## config.mk

```make
export PLATFORM = sky130hd
export DESIGN_NAME = bocks_ioctl_loader
export DESIGN_NICKNAME = d
export VERILOG_FILES = /design/src/rtl/bocks_ioctl_pkg.sv /design/src/rtl/bocks_sync_fifo.sv /design/src/rtl/bocks_ioctl_loader.sv
export SDC_FILE = /design/constraint.sdc
export NUM_CORES = 1
export LEC_CHECK = 0
export CAP_MARGIN = 15
export CORE_UTILIZATION = 40
export DETAILED_ROUTE_END_ITERATION = 6
export RECOVER_POWER = 50
export SYNTH_ARGS = -nofsm -noshare
export SYNTH_HDL_FRONTEND = slang
export SYNTH_SLANG_ARGS = --single-unit
```

## constraint.sdc

```tcl
create_clock -name clk_sys -period 17.15 [get_ports clk_sys]
set_input_delay 2.5725 -clock clk_sys [delete_from_list [all_inputs] [get_ports clk_sys]]
set_output_delay 2.5725 -clock clk_sys [all_outputs]
set_load 0.03 [all_outputs]
```

## src/rtl/bocks_ioctl_pkg.sv

```systemverilog
// Shared types for the ioctl download engine: FSM states, default geometry, word layout.
// Latency: n/a (types and constants only).
// Backpressure: n/a.
package bocks_ioctl_pkg;

   typedef enum logic [1:0] {
      IDLE  = 2'd0,
      LOAD  = 2'd1,
      FLUSH = 2'd2,
      DRAIN = 2'd3
   } state_t;

   // Default geometry of the loader as used by bocks_top.
   localparam int DEF_DATA_W = 32;
   localparam int DEF_ADDR_W = 27;
   localparam int DEF_NUM_CH = 4;
   localparam int BYTES      = DEF_DATA_W / 8;
   localparam int LANE_W     = $clog2(BYTES);

   // clog2 that never returns zero, so single-entry fields still get one bit.
   function automatic int clog2_min1(input int n);
      return (n > 1) ? $clog2(n) : 1;
   endfunction

   // Word as delivered to the target memories at default geometry.
   typedef struct packed {
      logic [clog2_min1(DEF_NUM_CH)-1:0] ch;
      logic [DEF_ADDR_W-1:0]             addr;
      logic [DEF_DATA_W-1:0]             data;
      logic [BYTES-1:0]                  be;
   } ioctl_word_t;

endpackage

```

## src/rtl/bocks_sync_fifo.sv

```systemverilog
// Generic first-word-fall-through synchronous FIFO with full/empty/count.
// Latency: push visible on pop_dat the cycle after the push edge.
// Backpressure: push ignored when full unless a pop happens in the same cycle.
module bocks_sync_fifo #(
   parameter int WIDTH = 8,
   parameter int DEPTH = 8
) (
   input  logic                     clk,
   input  logic                     reset_n,
   input  logic                     push,
   input  logic [WIDTH-1:0]         push_dat,
   input  logic                     pop,
   output logic [WIDTH-1:0]         pop_dat,
   output logic                     full,
   output logic                     empty,
   output logic [$clog2(DEPTH):0]   count
);
   localparam int PTR_W = $clog2(DEPTH);

   logic [WIDTH-1:0] mem [DEPTH];
   logic [PTR_W-1:0] wr_ptr;
   logic [PTR_W-1:0] rd_ptr;
   logic             wr_en;
   logic             rd_en;

   assign full    = (count == (PTR_W+1)'(DEPTH));
   assign empty   = (count == '0);
   assign rd_en   = pop & ~empty;
   assign wr_en   = push & (~full | rd_en);
   assign pop_dat = mem[rd_ptr];

   // Storage array, written only on an accepted push.
   always_ff @(posedge clk) begin
      if (wr_en) mem[wr_ptr] <= push_dat;
   end

   // Pointers and occupancy; simultaneous push/pop leaves count unchanged.
   always_ff @(posedge clk) begin
      if (!reset_n) begin
         wr_ptr <= '0;
         rd_ptr <= '0;
         count  <= '0;
      end else begin
         if (wr_en) wr_ptr <= wr_ptr + PTR_W'(1);
         if (rd_en) rd_ptr <= rd_ptr + PTR_W'(1);
         case ({wr_en, rd_en})
            2'b10:   count <= count + (PTR_W+1)'(1);
            2'b01:   count <= count - (PTR_W+1)'(1);
            default: count <= count;
         endcase
      end
   end

endmodule

```

## src/rtl/bocks_ioctl_loader.sv

```systemverilog
// Packs the ioctl byte stream into DATA_W words and routes them by latched ioctl_index.
// Latency: ioctl_wr to mem_valid 2 cycles when a word completes on that byte.
// Backpressure: ioctl_wait high when FIFO has <= 2 free entries or while flushing.
module bocks_ioctl_loader
   import bocks_ioctl_pkg::*;
#(
   parameter int DATA_W     = 32,
   parameter int ADDR_W     = 27,
   parameter int NUM_CH     = 4,
   parameter int FIFO_DEPTH = 8
) (
   input  logic                            clk_sys,
   input  logic                            reset_n,
   input  logic                            ioctl_download,
   input  logic                            ioctl_wr,
   input  logic [ADDR_W-1:0]               ioctl_addr,
   input  logic [7:0]                      ioctl_dout,
   input  logic [7:0]                      ioctl_index,
   output logic                            ioctl_wait,
   output logic                            mem_valid,
   input  logic                            mem_ready,
   output logic [clog2_min1(NUM_CH)-1:0]   mem_ch,
   output logic [ADDR_W-1:0]               mem_addr,
   output logic [DATA_W-1:0]               mem_data,
   output logic [DATA_W/8-1:0]             mem_be,
   output logic                            done,
   output logic [31:0]                     byte_count
);
   localparam int NBYTES  = DATA_W / 8;
   localparam int LANE_W1 = clog2_min1(NBYTES);
   localparam int CH_W    = clog2_min1(NUM_CH);
   localparam int CNT_W   = $clog2(FIFO_DEPTH) + 1;
   localparam logic [LANE_W1-1:0] LANE_MASK  = LANE_W1'(NBYTES - 1);
   localparam logic [ADDR_W-1:0]  ALIGN_MASK = ~ADDR_W'(NBYTES - 1);

   typedef struct packed {
      logic [CH_W-1:0]   ch;
      logic [ADDR_W-1:0] addr;
      logic [DATA_W-1:0] data;
      logic [NBYTES-1:0] be;
   } word_t;

   state_t              state, state_nx;
   logic                dl_q, pend_q;
   logic [7:0]          ch_q, eff_ch;
   logic                rise, go, acc, push, ch_ok, fresh;
   logic [LANE_W1-1:0]  lane;
   logic [LANE_W1+2:0]  off;
   logic [ADDR_W-1:0]   waddr;
   logic                pk_vld, pk_done;
   logic [ADDR_W-1:0]   pk_addr;
   logic [DATA_W-1:0]   pk_data, nxt_data;
   logic [NBYTES-1:0]   pk_be, nxt_be;
   word_t               push_word, pop_word;
   logic                fifo_full, fifo_empty;
   logic [CNT_W-1:0]    fifo_count;

   assign rise   = ioctl_download & ~dl_q;
   assign go     = (state == IDLE) & (rise | pend_q);
   // A byte may arrive on the very cycle the window opens, before ch_q is loaded.
   assign eff_ch = go ? ioctl_index : ch_q;
   assign ch_ok  = ({24'd0, eff_ch} < 32'(NUM_CH));
   assign acc    = ioctl_download & ioctl_wr & ((state == LOAD) | go);
   assign lane   = ioctl_addr[LANE_W1-1:0] & LANE_MASK;
   assign off    = {lane, 3'b000};
   assign waddr  = ioctl_addr & ALIGN_MASK;
   // Emit the held word when it is complete, a new word address shows up, or on flush.
   assign push   = pk_vld & (pk_done | (acc & (waddr != pk_addr)) | (state == FLUSH));

   assign push_word  = '{ch: eff_ch[CH_W-1:0], addr: pk_addr, data: pk_data, be: pk_be};
   assign mem_valid  = ~fifo_empty;
   assign mem_ch     = pop_word.ch;
   assign mem_addr   = pop_word.addr;
   assign mem_data   = pop_word.data;
   assign mem_be     = pop_word.be;
   assign ioctl_wait = (state == FLUSH) | fifo_full |
                       (fifo_count >= CNT_W'(FIFO_DEPTH - 2));

   // Merge the incoming byte into the held word, or start a fresh word if it is leaving.
   always_comb begin
      fresh    = push | ~pk_vld;
      nxt_data = fresh ? '0 : pk_data;
      nxt_be   = fresh ? '0 : pk_be;
      nxt_data[off +: 8] = ioctl_dout;
      nxt_be[lane]       = 1'b1;
   end

   // Packer register: one word under construction.
   always_ff @(posedge clk_sys) begin
      if (!reset_n) begin
         pk_vld  <= 1'b0;
         pk_done <= 1'b0;
         pk_addr <= '0;
         pk_data <= '0;
         pk_be   <= '0;
      end else if (acc) begin
         pk_vld  <= 1'b1;
         pk_done <= (lane == LANE_MASK);
         pk_addr <= waddr;
         pk_data <= nxt_data;
         pk_be   <= nxt_be;
      end else if (push) begin
         pk_vld  <= 1'b0;
         pk_done <= 1'b0;
         pk_data <= '0;
         pk_be   <= '0;
      end
   end

   // Next-state logic for the download window.
   always_comb begin
      state_nx = state;
      case (state)
         IDLE:    if (go) state_nx = LOAD;
         LOAD:    if (!ioctl_download) state_nx = FLUSH;
         FLUSH:   if (!pk_vld || push) state_nx = DRAIN;
         DRAIN:   if (fifo_empty) state_nx = IDLE;
         default: state_nx = IDLE;
      endcase
   end

   // State, edge detect, held-off start, channel latch, done pulse and byte counter.
   always_ff @(posedge clk_sys) begin
      if (!reset_n) begin
         state      <= IDLE;
         dl_q       <= 1'b0;
         pend_q     <= 1'b0;
         ch_q       <= '0;
         done       <= 1'b0;
         byte_count <= '0;
      end else begin
         state <= state_nx;
         dl_q  <= ioctl_download;
         done  <= (state == DRAIN) && fifo_empty;
         if (state == IDLE) pend_q <= 1'b0;
         else if (rise)     pend_q <= 1'b1;
         if (go) ch_q <= ioctl_index;
         if (go)       byte_count <= acc ? 32'd1 : 32'd0;
         else if (acc) byte_count <= byte_count + 32'd1;
      end
   end

   bocks_sync_fifo #(
      .WIDTH ($bits(word_t)),
      .DEPTH (FIFO_DEPTH)
   ) u_fifo (
      .clk      (clk_sys),
      .reset_n  (reset_n),
      .push     (push & ch_ok),
      .push_dat (push_word),
      .pop      (mem_valid & mem_ready),
      .pop_dat  (pop_word),
      .full     (fifo_full),
      .empty    (fifo_empty),
      .count    (fifo_count)
   );

endmodule

```

==> summary.txt <==
GRT
  • Met1 Use GR: 22.74%
  • Vias in the first global route: 13114
  • Met3 usage: 4.245%
  • Global-route wire length before repair: 79100 um
  • Overall Global Routing Usage: 17.32%
  • Antenna violations before repair: 4
  • Met2 Usage GRT: 28.72%
  • Largest net degree at the start of global routing: 69
  • Total global routing overflow: 0
  • Global route hottest layer: met2

Cells and area
  • Share of cells above drive strength 1: 20.63%
  • Final nets: 1556
  • Util after Layout: 48.38%
  • Area Overhead vs Synth: 18.50%

Clock tree
  • Hold buffers post-CTS: 0
  • Num CTS Buffers: 66
  • Clock sink count: 625
  • Clock latency on the worst-skew pair: 0.61 ns
  • Post-CTS Resized: 0
  • Max clock buf depth: 3
  • Clk root buf: clkbuf_16
  • Setup repair bufs after CTS: 0
  • Clk slew on worst S/H paths: 0.06 ns
  • CTS HTree Levels: 3
  • TritonCTS clock tree: done

Floorplanning
  • Core ar.: 59460 um^2
  • Die W: 248.4 um
  • Starting Density: 40.83%
  • Height of the chip: 248.4 um
  • Num rows: 89
  • DIE AREA: 61680 um^2
  • I/O pins: 148

Critical path
  • R2R Path End: u_fifo.mem[3][19]
  • Worst r2r src: state[1]
  • Most used cell, CP: clkbuf_1
  • CP Cell Sequence: clkbuf_1 > clkbuf_1 > nand2_1 > a21oi_1
  • CP delay by family, top: buffers and inverters
  • Req. time, crit path: 17.64 ns
  • CP endpoint kind: register
  • Crit path buf inv count: 2
  • Crit-path slowest cell: clkbuf_1
  • Worst path max stage delay: 2.00 ns
  • CP Class: primary input to register
  • R2R cell count: 10
  • Crit-path max FO: 68
  • Worst setup SP type: primary input
  • R2R setup slack: 12.70 ns
  • CP arrival: 7.67 ns

Outcome
  • Failing checks: max-capacitance violations, max-slew violations
  • Status: finished, violations left

Power and ir drop
  • Power Internal: 2.876 mW
  • P per Cell Area: 136.2 nW/um^2
  • Clock power frac: 35.1%
  • Net Sw Frac: 26.59%
  • Static leakage: 9.248 nW
  • Sequential power share: 44.5%
  • Comb power frac: 20.4%
  • Psw: 1.042 mW
  • Max VDD drop: 0.1052 mV

Logic synthesis
  • Mapped Area: 24280 um^2
  • Synthesized flop and latch total: 625
  • Post-synth top cells: 504 x edfxtp_1, 126 x mux4_2, 121 x dfxtp_1
  • Syn_area_per_cell: 18.38 um^2
  • Most used flip-flop cell after synthesis: edfxtp_1
  • Yosys Warn Count: 0
  • Register area share after synthesis: 72.32%
  • Distinct cells, synth: 59
  • Cell with the most instances after synthesis: edfxtp_1
  • Mapped Cells: 1321
  • Number of synthesized flops with an enable pin: 504
  • Synth area leaders: edfxtp_1 62%, mux4_2 12%, dfxtp_1 10%, mux2_2 3.0%, nand2_1 1.4%
  • Top-area cell type share of the netlist area: 62.34%
  • FFs w/ async S/R, synth: 0%
  • Area leader, netlist: edfxtp_1

Timing
  • Relative slew margins: -81.74%
  • F_max: 139.3 MHz
  • Pins Over Slew Limit: 143
  • Hold Violations, Final: 0
  • Measured slew at the worst slew-check pin: 2.726 ns
  • Setup_tns: 0 ns
  • Minimum clock period: 7.180 ns
  • Unrepaired setup endpoints after global routing: no
  • Clock Skew: 0.02165 ns
  • Final worst-path cycle share: 41.87%
  • Final setup vio count: 0

Hold path
  • WHS Path Cells: 2
  • Hold_sp: pk_vld
  • Hold endpoint: pk_vld
  • Worst hold path type: register to register

Routing
  • Drt pass-1 iters: 5
  • Routed len/inst: 22.33 um
  • Antenna Nets Post-Route: 0
  • Vias per cell: 5.340
  • Total number of vias: 12389
  • DRC errors left: 0
  • Routed WL: 51800 um
  • First DRT Iteration DRCs: 908

Job
  • Max-cap violations: 3

Placement
  • DPL Wire Length: 30200 um
  • GP Congestion: 0.7532
  • Port Buffers: 145
## flip-flops by register name (all words and copies together), names as in the netlist, named ones only
name and cells:
u_fifo.mem 504, byte_count 32, pk_data 32, pk_addr 25
ch_q 8, pk_be 4, u_fifo.count 4, u_fifo.rd_ptr 3
u_fifo.wr_ptr 3, state 2, dl_q 1, done 1
pend_q 1, pk_done 1, pk_vld 1
## how the worst max path moves through the flow
stage | from | endpoint | cells after the start
floorplan | ioctl_index[7] | u_fifo.mem[0][0] | 6
global placement | ioctl_download | u_fifo.mem[3][11] | 9
detailed placement | ioctl_download | u_fifo.mem[3][9] | 9
CTS | register | mem_be[2] | 4
global route | reset_n | byte_count[27] | 4
finish | reset_n | byte_count[24] | 4
## worst register-to-register path: cells and delay by family (launching register included)
kind,cells,cell delay [ns]
simple gates,3,1.59
buf+inv,3,1.22
compound gates,3,0.60
flops,1,0.33
fa+ha+maj,1,0.27
## power by group through the flow
stage                     combinational, mW  clock (mW)  sequential [mW]
after floorplan                       0.601           0             1.73
after global placement                0.815           0             1.77
after detailed placement              0.818           0             1.78
after CTS                             0.822        1.41             1.75
after global routing                  0.861        1.47             1.75
final                                 0.800        1.38             1.74
## layer usage
layer	share of wire, %	vias up
li1	-	5609
met1	44	6406
met2	49	286
met3	5.1	80
met4	1.9	8
met5	0.087	-
## cell usage in the layout, fill, tap and decap left out, drive strengths merged, types with 18 or more instances in the layout
master and count:
clkbuf 101, edfxtp 504, a21boi 28, dfxtp 121, nand2 91, dlygate4sd3 34
clkinv 21, nor2 47, mux2 65, mux4 126, buf 18, clkdlybuf4s50 110
a32o 28, xor2 34, xnor2 19, inv 18
## logic make-up after synthesis
family          share of synthesized area [%]
flops                                   72.32
simple gates                            5.113
mux                                     15.03
compound gates                          3.391
buf+inv                                 1.361
xor+xnor                                1.912
fa+ha+maj                              0.8555
other cells                           0.01545
## through the flow
step                      hold WS, ns  setup slack [ns]  area (um^2)  instances  power [mW]
after floorplan                0.4351             6.664        24280       1322       2.330
after global routing           0.5335             9.513        28770       2319       4.083
final                          0.4893             9.970        28770       2320       3.918
after detailed placement       0.4595             10.14        26670       2197       2.595
after global placement         0.4423             10.20        26670       2197       2.589
after CTS                      0.4679             10.40        28780       2319       3.974
## cell type report
class                   count  area (um^2)
well taps                 773        967.2
fillers                  5010        30700
clock buffers              97         1893
diodes                      1        2.502
multi-input cells         617         6467
clock inverters            25        217.7
inverters                  16        60.06
flip-flops and latches    625        17570
repair buffers            166         1592
Note: power is estimated with default switching activity, not from simulation.
